$ cat src/rtl/fir_pkg.sv
// -----------------------------------------------------------------------------
// fir_pkg
// Shared definitions for the FIR data-ring controller: controller state
// encoding and the word/byte addressing constants used to turn a ring index
// into an SRAM byte address.
// -----------------------------------------------------------------------------
package fir_pkg;

    typedef enum logic [2:0] {
        ST_IDLE    = 3'd0,
        ST_CLEAR   = 3'd1,
        ST_WAIT_IN = 3'd2,
        ST_READ    = 3'd3,
        ST_FLUSH   = 3'd4,
        ST_DONE    = 3'd5
    } fir_state_e;

    localparam int BYTES_PER_WORD = 4;
    // Byte address = word index << ADDR_SHIFT
    localparam int ADDR_SHIFT = $clog2(BYTES_PER_WORD);

    localparam logic [BYTES_PER_WORD-1:0] WE_ALL  = 4'hF;
    localparam logic [BYTES_PER_WORD-1:0] WE_NONE = 4'h0;

endpackage

$ cat src/rtl/fir_data_ring_if.sv
// -----------------------------------------------------------------------------
// fir_data_ring_if
// AXI-Stream style sample input to the FIR data ring.
//   ss_tvalid : source has a sample
//   ss_tdata  : sample value
//   ss_tlast  : final sample of the stream
//   ss_tready : ring controller can take the sample this cycle
// master = sample source, slave = ring controller.
// -----------------------------------------------------------------------------
interface fir_data_ring_if #(
    parameter int pDATA_WIDTH = 32
);
    logic                   ss_tvalid;
    logic [pDATA_WIDTH-1:0] ss_tdata;
    logic                   ss_tlast;
    logic                   ss_tready;

    modport master (
        output ss_tvalid,
        output ss_tdata,
        output ss_tlast,
        input  ss_tready
    );

    modport slave (
        input  ss_tvalid,
        input  ss_tdata,
        input  ss_tlast,
        output ss_tready
    );
endinterface

$ cat src/rtl/fir_ring_index.sv
// -----------------------------------------------------------------------------
// fir_ring_index
// Combinational modular addition on the ring: idx_o = (base_i + delta_i) mod
// TAP_NUM, valid for base_i in [0, TAP_NUM-1] and delta_i in [0, TAP_NUM].
//   delta_i = 1           -> next head (wraps TAP_NUM-1 -> 0)
//   delta_i = TAP_NUM - k -> head - k modulo the ring depth
// Ports:
//   base_i  : ring index
//   delta_i : offset, one bit wider than the index so TAP_NUM itself fits
//   idx_o   : resulting ring index
// -----------------------------------------------------------------------------
module fir_ring_index #(
    parameter int TAP_NUM   = 11,
    parameter int IDX_WIDTH = 10
) (
    input  logic [IDX_WIDTH-1:0] base_i,
    input  logic [IDX_WIDTH:0]   delta_i,
    output logic [IDX_WIDTH-1:0] idx_o
);
    localparam logic [IDX_WIDTH:0] DEPTH = (IDX_WIDTH+1)'(TAP_NUM);

    logic [IDX_WIDTH:0] sum_s;

    // Single conditional subtract suffices since the sum never reaches 2*TAP_NUM
    always_comb begin
        sum_s = {1'b0, base_i} + delta_i;
        if (sum_s >= DEPTH) begin
            idx_o = IDX_WIDTH'(sum_s - DEPTH);
        end else begin
            idx_o = sum_s[IDX_WIDTH-1:0];
        end
    end
endmodule

$ cat src/rtl/fir_data_ring.sv
// -----------------------------------------------------------------------------
// fir_data_ring
// Data-SRAM controller for the FIR engine. The sample history lives in SRAM
// as a circular buffer of TAP_NUM words. On ap_start the buffer is zeroed;
// each accepted sample is written at the next ring head and then the whole
// history is read newest -> oldest, each read paired with its coefficient
// index, feeding the MAC.
// Ports:
//   axis_clk, axis_rst : clock, asynchronous active-high reset
//   ap_start           : start pulse, honoured only when idle
//   ss                 : sample input stream (slave side)
//   data_WE/EN/Di/A    : data SRAM port (byte address = index*4)
//   tap_idx            : coefficient index of the current read
//   mac_valid/first/last, out_last : MAC strobes, one cycle behind the reads
//   done               : one-cycle pulse after the tlast sample completes
//   sample_cnt         : samples accepted since ap_start
// -----------------------------------------------------------------------------
module fir_data_ring
    import fir_pkg::*;
#(
    parameter int pADDR_WIDTH = 12,
    parameter int pDATA_WIDTH = 32,
    parameter int TAP_NUM     = 11,
    parameter int IDX_WIDTH   = 10,
    parameter int CNT_WIDTH   = 16
) (
    input  logic                   axis_clk,
    input  logic                   axis_rst,
    input  logic                   ap_start,
    fir_data_ring_if.slave         ss,
    output logic [3:0]             data_WE,
    output logic                   data_EN,
    output logic [pDATA_WIDTH-1:0] data_Di,
    output logic [pADDR_WIDTH-1:0] data_A,
    output logic [IDX_WIDTH-1:0]   tap_idx,
    output logic                   mac_valid,
    output logic                   mac_first,
    output logic                   mac_last,
    output logic                   out_last,
    output logic                   done,
    output logic [CNT_WIDTH-1:0]   sample_cnt
);
    localparam logic [IDX_WIDTH-1:0] LAST_IDX = IDX_WIDTH'(TAP_NUM - 1);
    localparam logic [IDX_WIDTH:0]   DEPTH_W  = (IDX_WIDTH+1)'(TAP_NUM);
    localparam logic [IDX_WIDTH:0]   ONE_W    = (IDX_WIDTH+1)'(1);

    fir_state_e             state_q, state_d;
    logic [IDX_WIDTH-1:0]   head_q, head_d;
    logic [IDX_WIDTH-1:0]   idx_q, idx_d;          // clear index c / read index k
    logic                   last_q, last_d;
    logic [CNT_WIDTH-1:0]   sample_cnt_q, sample_cnt_d;
    logic                   mac_valid_q, mac_valid_d;
    logic                   mac_first_q, mac_first_d;
    logic                   mac_last_q, mac_last_d;
    logic                   out_last_q, out_last_d;

    logic [IDX_WIDTH-1:0]   next_head_s;
    logic [IDX_WIDTH-1:0]   rd_idx_s;
    logic [IDX_WIDTH:0]     rd_delta_s;

    function automatic logic [pADDR_WIDTH-1:0] word_addr(input logic [IDX_WIDTH-1:0] idx);
        word_addr = pADDR_WIDTH'(idx) << ADDR_SHIFT;
    endfunction

    // head - k as head + (TAP_NUM - k); k = 0 gives delta TAP_NUM and lands back on head
    assign rd_delta_s = DEPTH_W - {1'b0, idx_q};

    fir_ring_index #(
        .TAP_NUM   (TAP_NUM),
        .IDX_WIDTH (IDX_WIDTH)
    ) u_next_head (
        .base_i  (head_q),
        .delta_i (ONE_W),
        .idx_o   (next_head_s)
    );

    fir_ring_index #(
        .TAP_NUM   (TAP_NUM),
        .IDX_WIDTH (IDX_WIDTH)
    ) u_read_idx (
        .base_i  (head_q),
        .delta_i (rd_delta_s),
        .idx_o   (rd_idx_s)
    );

    // State, ring pointers, counters and the delayed MAC strobes
    always_ff @(posedge axis_clk or posedge axis_rst) begin
        if (axis_rst) begin
            state_q      <= ST_IDLE;
            head_q       <= LAST_IDX;
            idx_q        <= '0;
            last_q       <= 1'b0;
            sample_cnt_q <= '0;
            mac_valid_q  <= 1'b0;
            mac_first_q  <= 1'b0;
            mac_last_q   <= 1'b0;
            out_last_q   <= 1'b0;
        end else begin
            state_q      <= state_d;
            head_q       <= head_d;
            idx_q        <= idx_d;
            last_q       <= last_d;
            sample_cnt_q <= sample_cnt_d;
            mac_valid_q  <= mac_valid_d;
            mac_first_q  <= mac_first_d;
            mac_last_q   <= mac_last_d;
            out_last_q   <= out_last_d;
        end
    end

    // Next-state logic and SRAM/stream decode from the registered state
    always_comb begin
        state_d      = state_q;
        head_d       = head_q;
        idx_d        = idx_q;
        last_d       = last_q;
        sample_cnt_d = sample_cnt_q;
        mac_valid_d  = 1'b0;
        mac_first_d  = 1'b0;
        mac_last_d   = 1'b0;
        out_last_d   = 1'b0;
        ss.ss_tready = 1'b0;
        data_EN      = 1'b0;
        data_WE      = WE_NONE;
        data_Di      = '0;
        data_A       = '0;
        tap_idx      = '0;
        done         = 1'b0;

        case (state_q)
            ST_IDLE: begin
                if (ap_start) begin
                    state_d      = ST_CLEAR;
                    idx_d        = '0;
                    sample_cnt_d = '0;
                    head_d       = LAST_IDX;
                    last_d       = 1'b0;
                end else begin
                    state_d = ST_IDLE;
                end
            end

            ST_CLEAR: begin
                data_EN = 1'b1;
                data_WE = WE_ALL;
                data_A  = word_addr(idx_q);
                if (idx_q == LAST_IDX) begin
                    state_d = ST_WAIT_IN;
                    idx_d   = '0;
                end else begin
                    idx_d = idx_q + IDX_WIDTH'(1);
                end
            end

            ST_WAIT_IN: begin
                ss.ss_tready = 1'b1;
                if (ss.ss_tvalid) begin
                    data_EN      = 1'b1;
                    data_WE      = WE_ALL;
                    data_A       = word_addr(next_head_s);
                    data_Di      = ss.ss_tdata;
                    head_d       = next_head_s;
                    last_d       = ss.ss_tlast;
                    sample_cnt_d = sample_cnt_q + CNT_WIDTH'(1);
                    idx_d        = '0;
                    state_d      = ST_READ;
                end else begin
                    state_d = ST_WAIT_IN;
                end
            end

            ST_READ: begin
                data_EN     = 1'b1;
                tap_idx     = idx_q;
                data_A      = word_addr(rd_idx_s);
                // Strobes describe this read but appear next cycle with its data
                mac_valid_d = 1'b1;
                mac_first_d = (idx_q == '0);
                mac_last_d  = (idx_q == LAST_IDX);
                out_last_d  = (idx_q == LAST_IDX) && last_q;
                if (idx_q == LAST_IDX) begin
                    state_d = ST_FLUSH;
                end else begin
                    idx_d = idx_q + IDX_WIDTH'(1);
                end
            end

            ST_FLUSH: begin
                if (last_q) begin
                    state_d = ST_DONE;
                end else begin
                    state_d = ST_WAIT_IN;
                end
            end

            ST_DONE: begin
                done    = 1'b1;
                state_d = ST_IDLE;
            end

            default: begin
                state_d = ST_IDLE;
            end
        endcase
    end

    assign mac_valid  = mac_valid_q;
    assign mac_first  = mac_first_q;
    assign mac_last   = mac_last_q;
    assign out_last   = out_last_q;
    assign sample_cnt = sample_cnt_q;

endmodule
$ cat src/flat_wrapper.sv
// flat-port wrapper written by rule: the top's interface ports become plain ports
module fir_data_ring_flat import fir_pkg::*;
#(
    parameter int pADDR_WIDTH = 12,
    parameter int pDATA_WIDTH = 32,
    parameter int TAP_NUM     = 11,
    parameter int IDX_WIDTH   = 10,
    parameter int CNT_WIDTH   = 16
)
  (axis_clk, axis_rst, ap_start, data_WE, data_EN, data_Di, data_A, tap_idx, mac_valid, mac_first, mac_last, out_last, done, sample_cnt, ss_ss_tvalid, ss_ss_tdata, ss_ss_tlast, ss_ss_tready);
  fir_data_ring_if #(.pDATA_WIDTH(pDATA_WIDTH)) ss_i ();
  input  logic axis_clk;
  input  logic axis_rst;
  input  logic ap_start;
  output logic [3:0] data_WE;
  output logic data_EN;
  output logic [pDATA_WIDTH-1:0] data_Di;
  output logic [pADDR_WIDTH-1:0] data_A;
  output logic [IDX_WIDTH-1:0] tap_idx;
  output logic mac_valid;
  output logic mac_first;
  output logic mac_last;
  output logic out_last;
  output logic done;
  output logic [CNT_WIDTH-1:0] sample_cnt;
  input wire logic [$bits(ss_i.ss_tvalid)-1:0] ss_ss_tvalid;
  input wire logic [$bits(ss_i.ss_tdata)-1:0] ss_ss_tdata;
  input wire logic [$bits(ss_i.ss_tlast)-1:0] ss_ss_tlast;
  output wire logic [$bits(ss_i.ss_tready)-1:0] ss_ss_tready;
  assign ss_i.ss_tvalid = ss_ss_tvalid;
  assign ss_i.ss_tdata = ss_ss_tdata;
  assign ss_i.ss_tlast = ss_ss_tlast;
  assign ss_ss_tready = ss_i.ss_tready;
  fir_data_ring #(.pADDR_WIDTH(pADDR_WIDTH), .pDATA_WIDTH(pDATA_WIDTH), .TAP_NUM(TAP_NUM), .IDX_WIDTH(IDX_WIDTH), .CNT_WIDTH(CNT_WIDTH)) u_core (.axis_clk(axis_clk), .axis_rst(axis_rst), .ap_start(ap_start), .ss(ss_i), .data_WE(data_WE), .data_EN(data_EN), .data_Di(data_Di), .data_A(data_A), .tap_idx(tap_idx), .mac_valid(mac_valid), .mac_first(mac_first), .mac_last(mac_last), .out_last(out_last), .done(done), .sample_cnt(sample_cnt));
endmodule
$ cat config.mk
export PLATFORM = sky130hd
export DESIGN_NAME = fir_data_ring_flat
export DESIGN_NICKNAME = d
export VERILOG_FILES = /design/src/rtl/fir_pkg.sv /design/src/rtl/fir_data_ring_if.sv /design/src/rtl/fir_ring_index.sv /design/src/rtl/fir_data_ring.sv /design/src/flat_wrapper.sv
export SDC_FILE = /design/constraint.sdc
export NUM_CORES = 1
export LEC_CHECK = 0
export ABC_CLOCK_PERIOD_IN_PS = 4500
export CORE_MARGIN = 2
export CORE_UTILIZATION = 49
export CTS_CLUSTER_DIAMETER = 80
export DETAILED_ROUTE_END_ITERATION = 10
export PLACE_DENSITY = 0.81
export RECOVER_POWER = 100
export SLEW_MARGIN = 20
export SYNTH_ARGS = -nofsm -noshare
export SYNTH_HDL_FRONTEND = slang
export SYNTH_SLANG_ARGS = --single-unit
$ cat constraint.sdc
create_clock -name axis_clk -period 4.5 [get_ports axis_clk]
set_clock_uncertainty 0.05 [all_clocks]
set_input_delay 0.45 -clock axis_clk [delete_from_list [all_inputs] [get_ports axis_clk]]
set_output_delay 0.45 -clock axis_clk [all_outputs]
set_load 0.1 [all_outputs]
==> flow_summary.ini <==
[global_route]
grt_max_degree = 45
grt_pass1_wl_mm = 18.7
gr-total-overflow = 0
track_usage_pct = 26.1
antenna_found_initial = 0
grt_pass1_vias = 3770

[finish]
n_antenna_cell = 0
area_delta_synth_final_pct = 31.1
fin_nets = 666
utilization_pct = 66.8
drive_above_1_share_pct = 14.1

[routing]
routed.top_layer = met4
initialDrtViolationCount = 327
wl_met3_um = 554
drt_pass1_iterations = 5
m1WireLength_mm = 5.19
wl_per_cell_um = 16.4
viasPerCell = 5.79
antenna_left = 0
drc = 0
met2WireLength_mm = 5.67
routed_wl_mm = 11.6
vias = 4084

[min_path]
worstHoldPathType = reg -> reg

[synthesis]
ys.flop_type = dfrtp_1
synthTopCellsByArea = dfrtp_1 27%, ha_1 8.2%, and2_1 5.7%
ys_async_sr_fraction_pct = 100
yosys.area_share.simple_pct = 28.9
synthAdderAreaFrac_pct = 8.72
ys_ff_latch = 44
synth_compound_area_share_pct = 17.7
yosysUniqueCellTypes = 65
synth_commonest_cells = 59 x nand2_1, 42 x dfrtp_1, 38 x nor2_1
syn_inst = 499
synth_edf_count = 0
muxShareOfSynthArea_pct = 3.38
ys_seq_area_share_pct = 27.9
yosysMostFrequentCell = nand2_1
synth_warnings = 0
syn_area_um2 = 3960
yosysTopAreaCell = dfrtp_1
yosysTopAreaCellShare_pct = 26.5
syn_area_per_cell_um2 = 7.94
synth_top_family_by_area = simple AND/OR/NAND/NOR gates
synth_xor_area_share_pct = 7.30

[timing]
setup_viol = 0
layout_min_cycle_time_ns = 4.33
rsz0062_at_grt = true
tightest_slew_ns = 2.42
post-route-period-util_pct = 96.3
relSlewSlack_pct = -61.5
hold_viol = 0
fmax_mhz = 231
setup_tns_ns = 0
drv_slew = 45

[run_status]
status = finished with violations
violations = max-capacitance violations, max-slew violations

[setup_path]
slowest_delay_ns = 0.60
critPathMaxFanout = 7
critPathRequiredTime_ns = 4.00
crit_slowest_cell = dfstp_2
start_kind = register
cp_cell_sequence = inv_2 > ha_1 > inv_1 > ha_1 > or2_1 > a41o_1 > a221oi_2 > mux2_1 > nand4bb_1 > buf_4 > xnor2_1 > o221ai_2 > buf_12
path_class = reg -> out
cp_num_buf_inv = 4
crit_family = compound AO/OA/AOI/OAI gates
arrival_ns = 3.83
crit_path_frequent_cell = ha_1
cp-end-kind = output port

[power]
cellLeakagePower_nw = 2.42
power_density_nw_per_um2 = 164
vdd_drop_max_mv = 0.111
power_mw = 0.849

[floorplanning]
rows = 32
dieArea_um2 = 8820
initial_core_util_pct = 51.0
ios = 118
die_width_um = 93.9
core_area_um2 = 7770
die_h_um = 93.9

[cts]
htreeDepth = 2
clock_path_buffers = 2
clk_latency_ns = 0.30
cts.clk_slew.worst_paths_ns = 0.10
cts-root-buf = clkbuf_8
cts_tree = yes
cts_buffers = 5
postCtsHoldBufs = 0
cts.sink_count = 44

[placement]
gp_congestion = 0.921
dp_hpwl_mm = 8.92
io_buffer_count = 115

[flow_run]
drv_cap = 1
sequential cells by signal (all words and copies together) (netlist names):
signal             cells
u_core.mac_last        1
u_core.mac_first       1
u_core.sample_cnt     16
u_core.mac_valid       1
u_core.idx_q          10
u_core.last_q          1
u_core.out_last        1
u_core.state_q         3
u_core.head_q         10
worst register-to-register path: stages (launching register included):
cell     delay (ns)
dfstp_2        0.64
ha_1           0.48
and4_1         0.35
a21oi_1        0.10
o32ai_1        0.41
and3_2         0.42
a21oi_1        0.10
o21ai_0        0.39
nand2_1        0.10
kinds of logic after synthesis:
family,after synthesis
other cells,1
xor+xnor,33
compound gates,107
simple gates,222
buf+inv,52
flops,44
fa+ha+maj,27
mux,13
worst paths after layout:
check                                       from                     to  slack [ns]  cells after the start
max in group asynchronous               axis_rst       u_core.head_q[2]        1.41                      3
max reg2reg                     u_core.head_q[1]       u_core.head_q[5]        1.34                      8
max                             u_core.head_q[3]              data_A[2]        0.17                     13
min reg2reg                u_core.sample_cnt[15]  u_core.sample_cnt[15]        0.44                      1
min                        u_core.sample_cnt[15]  u_core.sample_cnt[15]        0.44                      1
min in group asynchronous               axis_rst        u_core.idx_q[7]        1.42                      3
area by class of cell:
| cell class | instances | area [um^2] |
|---|---|---|
| Clock buffer | 5 | 68.8 |
| Timing Repair Buffer | 126 | 1090 |
| Inverter | 21 | 78.8 |
| Tap cell | 102 | 128 |
| Sequential cell | 44 | 1100 |
| Fill cell | 690 | 2580 |
| Multi-Input combinational cell | 404 | 2680 |
| Clock inverter | 3 | 46.3 |
through the flow:
stage               cell area [um^2]  hold WS [ns]  setup slack (ns)  instances
floorplan                       4000         0.428           0.00344        500
global placement                5140         0.411             0.409        694
detailed placement              5140         0.430             0.319        694
CTS                             5270         0.443             0.107        703
global route                    5190         0.457          -0.00910        705
finish                          5190         0.440             0.168        705
report_power, final:
part	leakage (nW)	switching (mW)	total, mW	internal, mW
Sequential	0.582	0.00403	0.401	0.397
Clock	0.0548	0.161	0.328	0.168
Combinational	1.78	0.0651	0.119	0.0544
routing by layer:
metal	track usage (%)	vias to the layer above
met1	38.3	1967
met3	2.49	12
li1	-	1961
met2	41.3	144
met4	6.76	0
met5	0	-
cell usage in the layout (no fill, tap or decap), drive strengths merged, types with 3 or more instances in the layout:
cell type | Yosys | layout
clkdlybuf4s50 | 0 | 33
or2 | 6 | 6
nor4 | 4 | 4
and3 | 11 | 11
nand3 | 25 | 25
a21oi | 25 | 25
or3 | 4 | 4
a31oi | 5 | 5
nand2b | 9 | 9
dlygate4sd3 | 0 | 36
a221oi | 4 | 4
nor2 | 38 | 38
and2 | 36 | 36
xnor2 | 18 | 18
o211ai | 8 | 8
nand2 | 59 | 59
and4 | 4 | 4
a22oi | 4 | 4
xor2 | 15 | 15
o21ai | 32 | 32
mux2i | 10 | 10
a211oi | 3 | 3
nand4 | 4 | 4
dfrtp | 42 | 42
ha | 26 | 26
inv | 21 | 21
a21o | 7 | 7
nor3 | 11 | 11
mux2 | 3 | 3
nor3b | 3 | 3
clkbuf | 16 | 45
buf | 15 | 17
timing repair:
item / CTS / global route
endpoints found under the setup margin: 1 / 10
buffers inserted: 1 / 2
gates resized for setup: 1 / 4
pin swaps: 1 / 1
No activity file was read; power rests on OpenSTA's default activity.
